$ cat src/rtl/calc_host_pkg.sv
// Shared types and constants for the calculator host port: FSM states, flag codes, default addresses.
package calc_host_pkg;

    typedef enum logic [3:0] {
        IDLE,
        WR_A,
        WR_B,
        WR_OP,
        WR_GO,
        POLL,
        POLL_CHK,
        RD_RES,
        RD_CAP,
        CLR_FLAG,
        DONE
    } state_t;

    localparam logic [31:0] FLAG_IDLE = 32'd0;
    localparam logic [31:0] FLAG_GO   = 32'd1;
    localparam logic [31:0] FLAG_DONE = 32'd2;

    localparam logic [31:0] DEF_A_ADDR    = 32'h0000_0040;
    localparam logic [31:0] DEF_B_ADDR    = 32'h0000_0044;
    localparam logic [31:0] DEF_OP_ADDR   = 32'h0000_0048;
    localparam logic [31:0] DEF_FLAG_ADDR = 32'h0000_004C;
    localparam logic [31:0] DEF_RES_ADDR  = 32'h0000_0050;

endpackage

$ cat src/rtl/calc_poll_timer.sv
// Saturating count of failed flag polls; expired means the poll now being judged is the LIMIT-th.
// Single-cycle update, no backpressure; clear wins over inc.
module calc_poll_timer #(
    parameter int LIMIT = 1024
) (
    input  logic clk,
    input  logic rst,
    input  logic clear,
    input  logic inc,
    output logic expired
);

    localparam int W = (LIMIT < 2) ? 1 : $clog2(LIMIT + 1);

    logic [W-1:0] cnt_q, cnt_d;

    always_comb begin
        cnt_d = cnt_q;
        if (clear) begin
            cnt_d = '0;
        end else if (inc && (cnt_q != W'(LIMIT))) begin
            cnt_d = cnt_q + 1'b1;
        end
    end

    assign expired = (cnt_q >= W'(LIMIT - 1));

    always_ff @(posedge clk or posedge rst) begin
        if (rst) begin
            cnt_q <= '0;
        end else begin
            cnt_q <= cnt_d;
        end
    end

endmodule

$ cat src/rtl/calc_host_port.sv
// Writes operands/opcode to data memory, raises GO, polls for DONE, reads the result; 10 cycles minimum.
// start is only sampled in IDLE (no queueing); CALC_TIMEOUT_EN adds a bounded poll with error report.
module calc_host_port
    import calc_host_pkg::*;
#(
    parameter logic [31:0] A_ADDR        = DEF_A_ADDR,
    parameter logic [31:0] B_ADDR        = DEF_B_ADDR,
    parameter logic [31:0] OP_ADDR       = DEF_OP_ADDR,
    parameter logic [31:0] FLAG_ADDR     = DEF_FLAG_ADDR,
    parameter logic [31:0] RES_ADDR      = DEF_RES_ADDR,
    parameter int          TIMEOUT_POLLS = 1024
) (
    input  logic        CLK,
    input  logic        RST,
    input  logic        start,
    input  logic [31:0] op_a,
    input  logic [31:0] op_b,
    input  logic [3:0]  opcode,
    output logic        busy,
    output logic        result_valid,
    output logic [31:0] result,
    output logic        error,
    output logic [31:0] EntradaCalcu,
    output logic [31:0] addressCalcu,
    output logic        writeEnableCalcu,
    input  logic [31:0] resultadoCalcu
);

    state_t      state_q, state_d;
    logic [31:0] a_q, a_d, b_q, b_d;
    logic [3:0]  op_q, op_d;
    logic        busy_q, busy_d, rv_q, rv_d, err_q, err_d, to_q, to_d, we_q, we_d;
    logic [31:0] result_q, result_d, wdat_q, wdat_d, addr_q, addr_d;

`ifdef CALC_TIMEOUT_EN
    logic tmr_clear, tmr_inc, tmr_expired;

    calc_poll_timer #(.LIMIT(TIMEOUT_POLLS)) u_poll_timer (
        .clk     (CLK),
        .rst     (RST),
        .clear   (tmr_clear),
        .inc     (tmr_inc),
        .expired (tmr_expired)
    );
`else
    logic unused_timeout;
    assign unused_timeout = |TIMEOUT_POLLS;
`endif

    // Memory outputs are registered from the current state, so they lag the state by one cycle.
    always_comb begin
        state_d  = state_q;
        a_d      = a_q;
        b_d      = b_q;
        op_d     = op_q;
        result_d = result_q;
        rv_d     = rv_q;
        err_d    = err_q;
        to_d     = to_q;
        busy_d   = 1'b0;
        we_d     = 1'b0;
        wdat_d   = '0;
        addr_d   = '0;
`ifdef CALC_TIMEOUT_EN
        tmr_clear = 1'b0;
        tmr_inc   = 1'b0;
`endif
        case (state_q)
            IDLE: begin
                if (start) begin
                    state_d = WR_A;
                    a_d     = op_a;
                    b_d     = op_b;
                    op_d    = opcode;
                    rv_d    = 1'b0;
                    err_d   = 1'b0;
                    to_d    = 1'b0;
                    busy_d  = 1'b1;
`ifdef CALC_TIMEOUT_EN
                    tmr_clear = 1'b1;
`endif
                end
            end
            WR_A: begin
                busy_d = 1'b1; we_d = 1'b1; addr_d = A_ADDR; wdat_d = a_q;
                state_d = WR_B;
            end
            WR_B: begin
                busy_d = 1'b1; we_d = 1'b1; addr_d = B_ADDR; wdat_d = b_q;
                state_d = WR_OP;
            end
            WR_OP: begin
                busy_d = 1'b1; we_d = 1'b1; addr_d = OP_ADDR; wdat_d = {28'h0, op_q};
                state_d = WR_GO;
            end
            WR_GO: begin
                busy_d = 1'b1; we_d = 1'b1; addr_d = FLAG_ADDR; wdat_d = FLAG_GO;
                state_d = POLL;
            end
            POLL: begin
                busy_d = 1'b1; addr_d = FLAG_ADDR;
                state_d = POLL_CHK;
            end
            POLL_CHK: begin
                busy_d = 1'b1;
                if (resultadoCalcu == FLAG_DONE) begin
                    state_d = RD_RES;
                end else begin
`ifdef CALC_TIMEOUT_EN
                    if (tmr_expired) begin
                        state_d  = CLR_FLAG;
                        result_d = '0;
                        to_d     = 1'b1;
                    end else begin
                        tmr_inc = 1'b1;
                        state_d = POLL;
                    end
`else
                    state_d = POLL;
`endif
                end
            end
            RD_RES: begin
                busy_d = 1'b1; addr_d = RES_ADDR;
                state_d = RD_CAP;
            end
            RD_CAP: begin
                busy_d   = 1'b1;
                result_d = resultadoCalcu;
                state_d  = CLR_FLAG;
            end
            CLR_FLAG: begin
                busy_d = 1'b1; we_d = 1'b1; addr_d = FLAG_ADDR; wdat_d = FLAG_IDLE;
                state_d = DONE;
            end
            DONE: begin
                rv_d    = 1'b1;
                err_d   = to_q;
                state_d = IDLE;
            end
            default: state_d = IDLE;
        endcase
    end

    always_ff @(posedge CLK or posedge RST) begin
        if (RST) begin
            state_q  <= IDLE;
            a_q      <= '0;
            b_q      <= '0;
            op_q     <= '0;
            result_q <= '0;
            rv_q     <= 1'b0;
            err_q    <= 1'b0;
            to_q     <= 1'b0;
            busy_q   <= 1'b0;
            we_q     <= 1'b0;
            wdat_q   <= '0;
            addr_q   <= '0;
        end else begin
            state_q  <= state_d;
            a_q      <= a_d;
            b_q      <= b_d;
            op_q     <= op_d;
            result_q <= result_d;
            rv_q     <= rv_d;
            err_q    <= err_d;
            to_q     <= to_d;
            busy_q   <= busy_d;
            we_q     <= we_d;
            wdat_q   <= wdat_d;
            addr_q   <= addr_d;
        end
    end

    assign busy             = busy_q;
    assign result_valid     = rv_q;
    assign result           = result_q;
    assign error            = err_q;
    assign EntradaCalcu     = wdat_q;
    assign addressCalcu     = addr_q;
    assign writeEnableCalcu = we_q;

endmodule

$ cat config.mk
export PLATFORM = sky130hd
export DESIGN_NAME = calc_host_port
export DESIGN_NICKNAME = d
export VERILOG_FILES = /design/src/rtl/calc_host_pkg.sv /design/src/rtl/calc_poll_timer.sv /design/src/rtl/calc_host_port.sv
export SDC_FILE = /design/constraint.sdc
export NUM_CORES = 1
export LEC_CHECK = 0
export CAP_MARGIN = 10
export CORE_MARGIN = 2
export CORE_UTILIZATION = 45
export CTS_CLUSTER_DIAMETER = 40
export CTS_CLUSTER_SIZE = 25
export DETAILED_ROUTE_END_ITERATION = 7
export GPL_TIMING_DRIVEN = 0
export PLACE_DENSITY = 0.81
export SYNTH_ARGS = -nofsm -noshare
export SYNTH_HDL_FRONTEND = slang
export SYNTH_HIERARCHICAL = 1
export SYNTH_SLANG_ARGS = --single-unit
$ cat constraint.sdc
create_clock -name CLK -period 11.96 [get_ports CLK]
set_input_delay 2.392 -clock CLK [delete_from_list [all_inputs] [get_ports CLK]]
set_output_delay 2.392 -clock CLK [all_outputs]
set_load 0.05 [all_outputs]
# Word-level counts from Yosys, hierarchy flattened
# Cells that the tools add are included.
# classes
n_div,0
eq_ne,12
n_reduce_logical,7
order_cmp,0
n_mul,0
mux,11
shifts,0
n_addsub,0
bitwise_logic,0
# ops
operator,n
$pmux W32 S4,1
$pmux W4 S10,1
$pmux W7 S5,1
$eq A32 B2 Y1 const B,1
$eq A4 B3 Y1 const B,4
$eq A4 B4 Y1 const B,3
$reduce_or A9 Y1,1
$eq A4 B2 Y1 const B,2
$pmux W1 S2,3
$reduce_or A5 Y1,1
$eq A4 B1 Y1 const B,1
$logic_not A4 Y1,1
$mux W4,1
$reduce_and A2 Y1,2
$mux W1,3
$reduce_or A3 Y1,1
$mux W2,1
$ne A2 B2 Y1 const B,1
$reduce_bool A2 Y1,1
# totals
input_bits,103
memories,0
ff_bits,172
latch_bits,0
output_inout_bits,100
ram_bits,0
word_cells,41
romBits,0

# Depth between registers and ports, before layout
# logic_depth
depth_word,3
ltp_mapped,6
mapped_depth_nobuf,4

# Least setup slack after synthesis
# Ideal clock, no wire load.
# synth_timing
kind,input -> register
from,in start
to,reg b_q[15]
setup_time_ps,128
slack_ps,8752
t_required_ps,11832
t_arrival_ps,3081
path_buffers,2
cell_stages,4
path_cell_list,nand3_2 buf_6 buf_6 mux2_1
# synth_via
elab_chain_len,1
# synth_rtl
element,line_no,source
from (decl),calc_host_port.sv:15,"input logic start,"
$reduce_and A2 Y1 (no source line),n/a,
to (signal assigned),calc_host_port.sv:149,b_q <= '0;
to (signal assigned),calc_host_port.sv:162,b_q <= b_d;
to (decl),calc_host_port.sv:30,"logic [31:0] a_q, a_d, b_q, b_d;"
# Every way passes these cells.
# A chain may end at the register's enable or synchronous reset.

# Worst setup path after layout
# layout_timing
from,"reg rv_q, in the netlist result_valid"
to,out result_valid
# layout_rtl
element,line_no,source
from (decl),calc_host_port.sv:32,"logic busy_q, busy_d, rv_q, rv_d, err_q, err_d, to_q, to_d, we_q, we_d;"
from (signal assigned),calc_host_port.sv:165,rv_q <= rv_d;
to (decl),calc_host_port.sv:20,"output logic result_valid,"
# No word-level cell between the ends.

==> out/qor.txt <==
status: finished clean
post-route cell area: 8550 sq um
layout cells sized above 1: 30.4%
Levels on crit path: 1
post-cts sizing count: 0
initial core utilization: 46.0%
number of placed I/O pins: 203
worst min path class: register to register
syn_area_per_cell: 15.0 sq um
antenna-violating nets left: 0
routed vias: 3854
CP required: 9.57 ns
fmax: 251 MHz
die height: 118 microns
worst-path maximum fanout: 3
fin nets: 711
largest net degree at the start of global routing: 88
clock buffer depth: 2
drt initial violations: 145
Buf/Inv on CP: 1
Final Hold Vio Count: 0
Die W: 118 microns
reg2reg path depth: 4
ys flop type: dfrtp_1
Post-Route WL: 13600 microns
CTS root buf: clkbuf_16
DRC: 0
number of synthesized flops with an enable pin: 0
Post CTS Setup Buffer Count: 0
Cell Pwr Density: 304 nW/um^2
I/O Buffers: 173
hold depth: 1
Lkg Pwr: 3.87 nW
post-DP HPWL: 9710 microns
H-tree depth: 4
DRT Pass-1 Iters: 4
initial antenna violation count: 0
Yosys reg bits: 143
max-slew violation total from the final report: 0
unrepaired setup endpoints after global routing: no
CP endpoint kind: primary output
placed cell area: 7890 sq um
Worst Path Arrival: 1.60 ns
Final Cycle Share: 33.4%
clk_lat worst skew: 0.41 ns
Tmin final: 3.99 ns
CTS Buf Count: 17
Worst slew margin: 61.0%
Placer Congestion: 0.818
routed vias/inst: 4.86
Worst path slowest cell: clkdlybuf4s50_1
Hold WS: 0.484 ns
fin util: 67.7%
global-route wire length before repair: 21900 microns
Largest delay share family, worst path: buffers and inverters
CP startpoint kind: register
Clock Skews: 0.00602 ns
Total GRT Usage: 20.4%
CP max stage delay: 0.82 ns
Routed WL per cell: 17.1 microns
Core ar.: 12600 sq um
yosys warns: 6
Async S/R FF share, synth: 100%
diode count: 0
Placed Cells incl. Taps: 761
Max Cap Viol: 0
Fin Setup TNS: 0 ns
unique cell type count in the Yosys netlist: 39
Netlist Area Pre-Place: 5810 sq um
GRT Residual Overflow: 0
worst setup path class: register to primary output
clock sinks: 143
vias in the first global route: 4191
Least-Margin Pin Slew: 0.583 ns
Synth Instances: 387
Site Rows: 41
Die ar.: 13800 sq um
Post-Layout Cell Count: 793
crit path cell chain: clkdlybuf4s50_1
post-synthesis sequential area ratio: 61.6%
CTS clk-pin slew, worst paths: 0.06 ns
maximum vdd ir drop: 0.181 mV
Final Setup Violations: 0
Hold Buf Count CTS: 0
Layout area overhead: 47.1%
CTS tree: built
[worst reg2reg max path, delay by kind of cell, from the launching register on]
kind / cells / cell delay, ns
buffers and inverters: 1 / 0.34
multiplexers: 1 / 0.37
flip-flops: 1 / 0.41
AND/OR/NAND/NOR: 2 / 0.53
[synth_stat cells, types with 2 or more instances]
library cell,n,area (sq um)
nand2b_1,4,25.0
nor4_1,7,43.8
xor2_1,2,17.5
buf_6,5,56.3
nor3_1,4,20.0
mux2_4,18,270
dfrtp_1,143,3580
a22oi_1,3,22.5
nand3b_1,2,15.0
mux2_2,83,935
or2_2,2,12.5
a21oi_1,4,20.0
nor2_2,2,12.5
o22ai_1,2,12.5
buf_4,30,225
nor2_1,11,41.3
buf_2,13,65.1
mux2_1,4,45.0
a22o_1,28,245
[placed cells by master, fill, tap and decap left out, types with 3 or more instances in the layout]
cell | synthesis | final
nand2b_1 | 4 | 4
buf_6 | 5 | 5
mux2_1 | 4 | 4
clkbuf_1 | 1 | 3
clkbuf_16 | 0 | 17
bufinv_16 | 0 | 4
nor3_1 | 4 | 4
dfrtp_1 | 143 | 143
a22oi_1 | 3 | 3
nor2_1 | 11 | 11
buf_2 | 13 | 13
clkdlybuf4s50_1 | 0 | 173
clkbuf_8 | 0 | 5
nor4_1 | 7 | 7
conb_1 | 1 | 29
mux2_2 | 83 | 83
mux2_4 | 18 | 18
a22o_1 | 28 | 28
clkinvlp_4 | 0 | 3
a21oi_1 | 4 | 4
buf_4 | 30 | 30
[sequential cells by signal, summed over array words and instances, names as in the netlist]
register and count:
result 32, addressCalcu 4, a_q 32, busy 1, result_valid 1, op_q 4
b_q 32, EntradaCalcu 32, writeEnableCalcu 1, state_q 4
[cells by family after synthesis]
group | after synthesis | share of synthesized area [%]
flip-flops | 143 | 61.6
AO/OA/AOI/OAI | 40 | 5.54
other | 1 | 0.0646
buffers and inverters | 51 | 6.16
multiplexers | 105 | 21.5
AND/OR/NAND/NOR | 44 | 4.65
XOR/XNOR | 3 | 0.452
[power by group]
| part | internal (mW) | leakage [nW] | switching, mW |
|---|---|---|---|
| Sequential | 0.719 | 1.78 | 0.113 |
| Combinational | 0.503 | 1.78 | 0.688 |
| Clock | 0.377 | 0.309 | 0.196 |
[path summary, 6_finish.rpt]
check | from | slack [ns] | end
worst max-delay path | result_valid | 7.97 | result_valid
worst min-delay path | a_q[18] | 0.48 | EntradaCalcu[18]
worst max register to register | state_q[2] | 10.19 | result[12]
worst min register to register | a_q[18] | 0.48 | EntradaCalcu[18]
max in group asynchronous | RST | 8.78 | result[26]
min in group asynchronous | RST | 2.41 | a_q[12]
[metal layers]
layer  share of wire, %  vias to the layer above  global-route usage, %
met5                  0                        -                      0
met4                1.3                        0                   6.02
met3                8.3                       14                   8.77
met2                 50                      139                   34.8
met1                 40                     1937                   23.3
li1                   -                     1764                      -
[metrics by stage]
stage | total power, mW | setup slack, ns
after global placement | 1.99 | 3.99
after floorplan | 1.65 | 5.73
after CTS | 2.62 | 7.94
after global routing | 2.71 | 7.92
final | 2.60 | 7.97
after detailed placement | 2.03 | 8.02
[final cells by class]
type	count	area [sq um]
inverter	1	8.76
timing repair buffer	174	1760
clock buffer	24	502
multi-input combinational	221	1980
tap	172	215
buffer	50	354
clock inverter	8	151
fill	945	4070
sequential	143	3580
No activity file was read; power rests on OpenSTA's default activity.
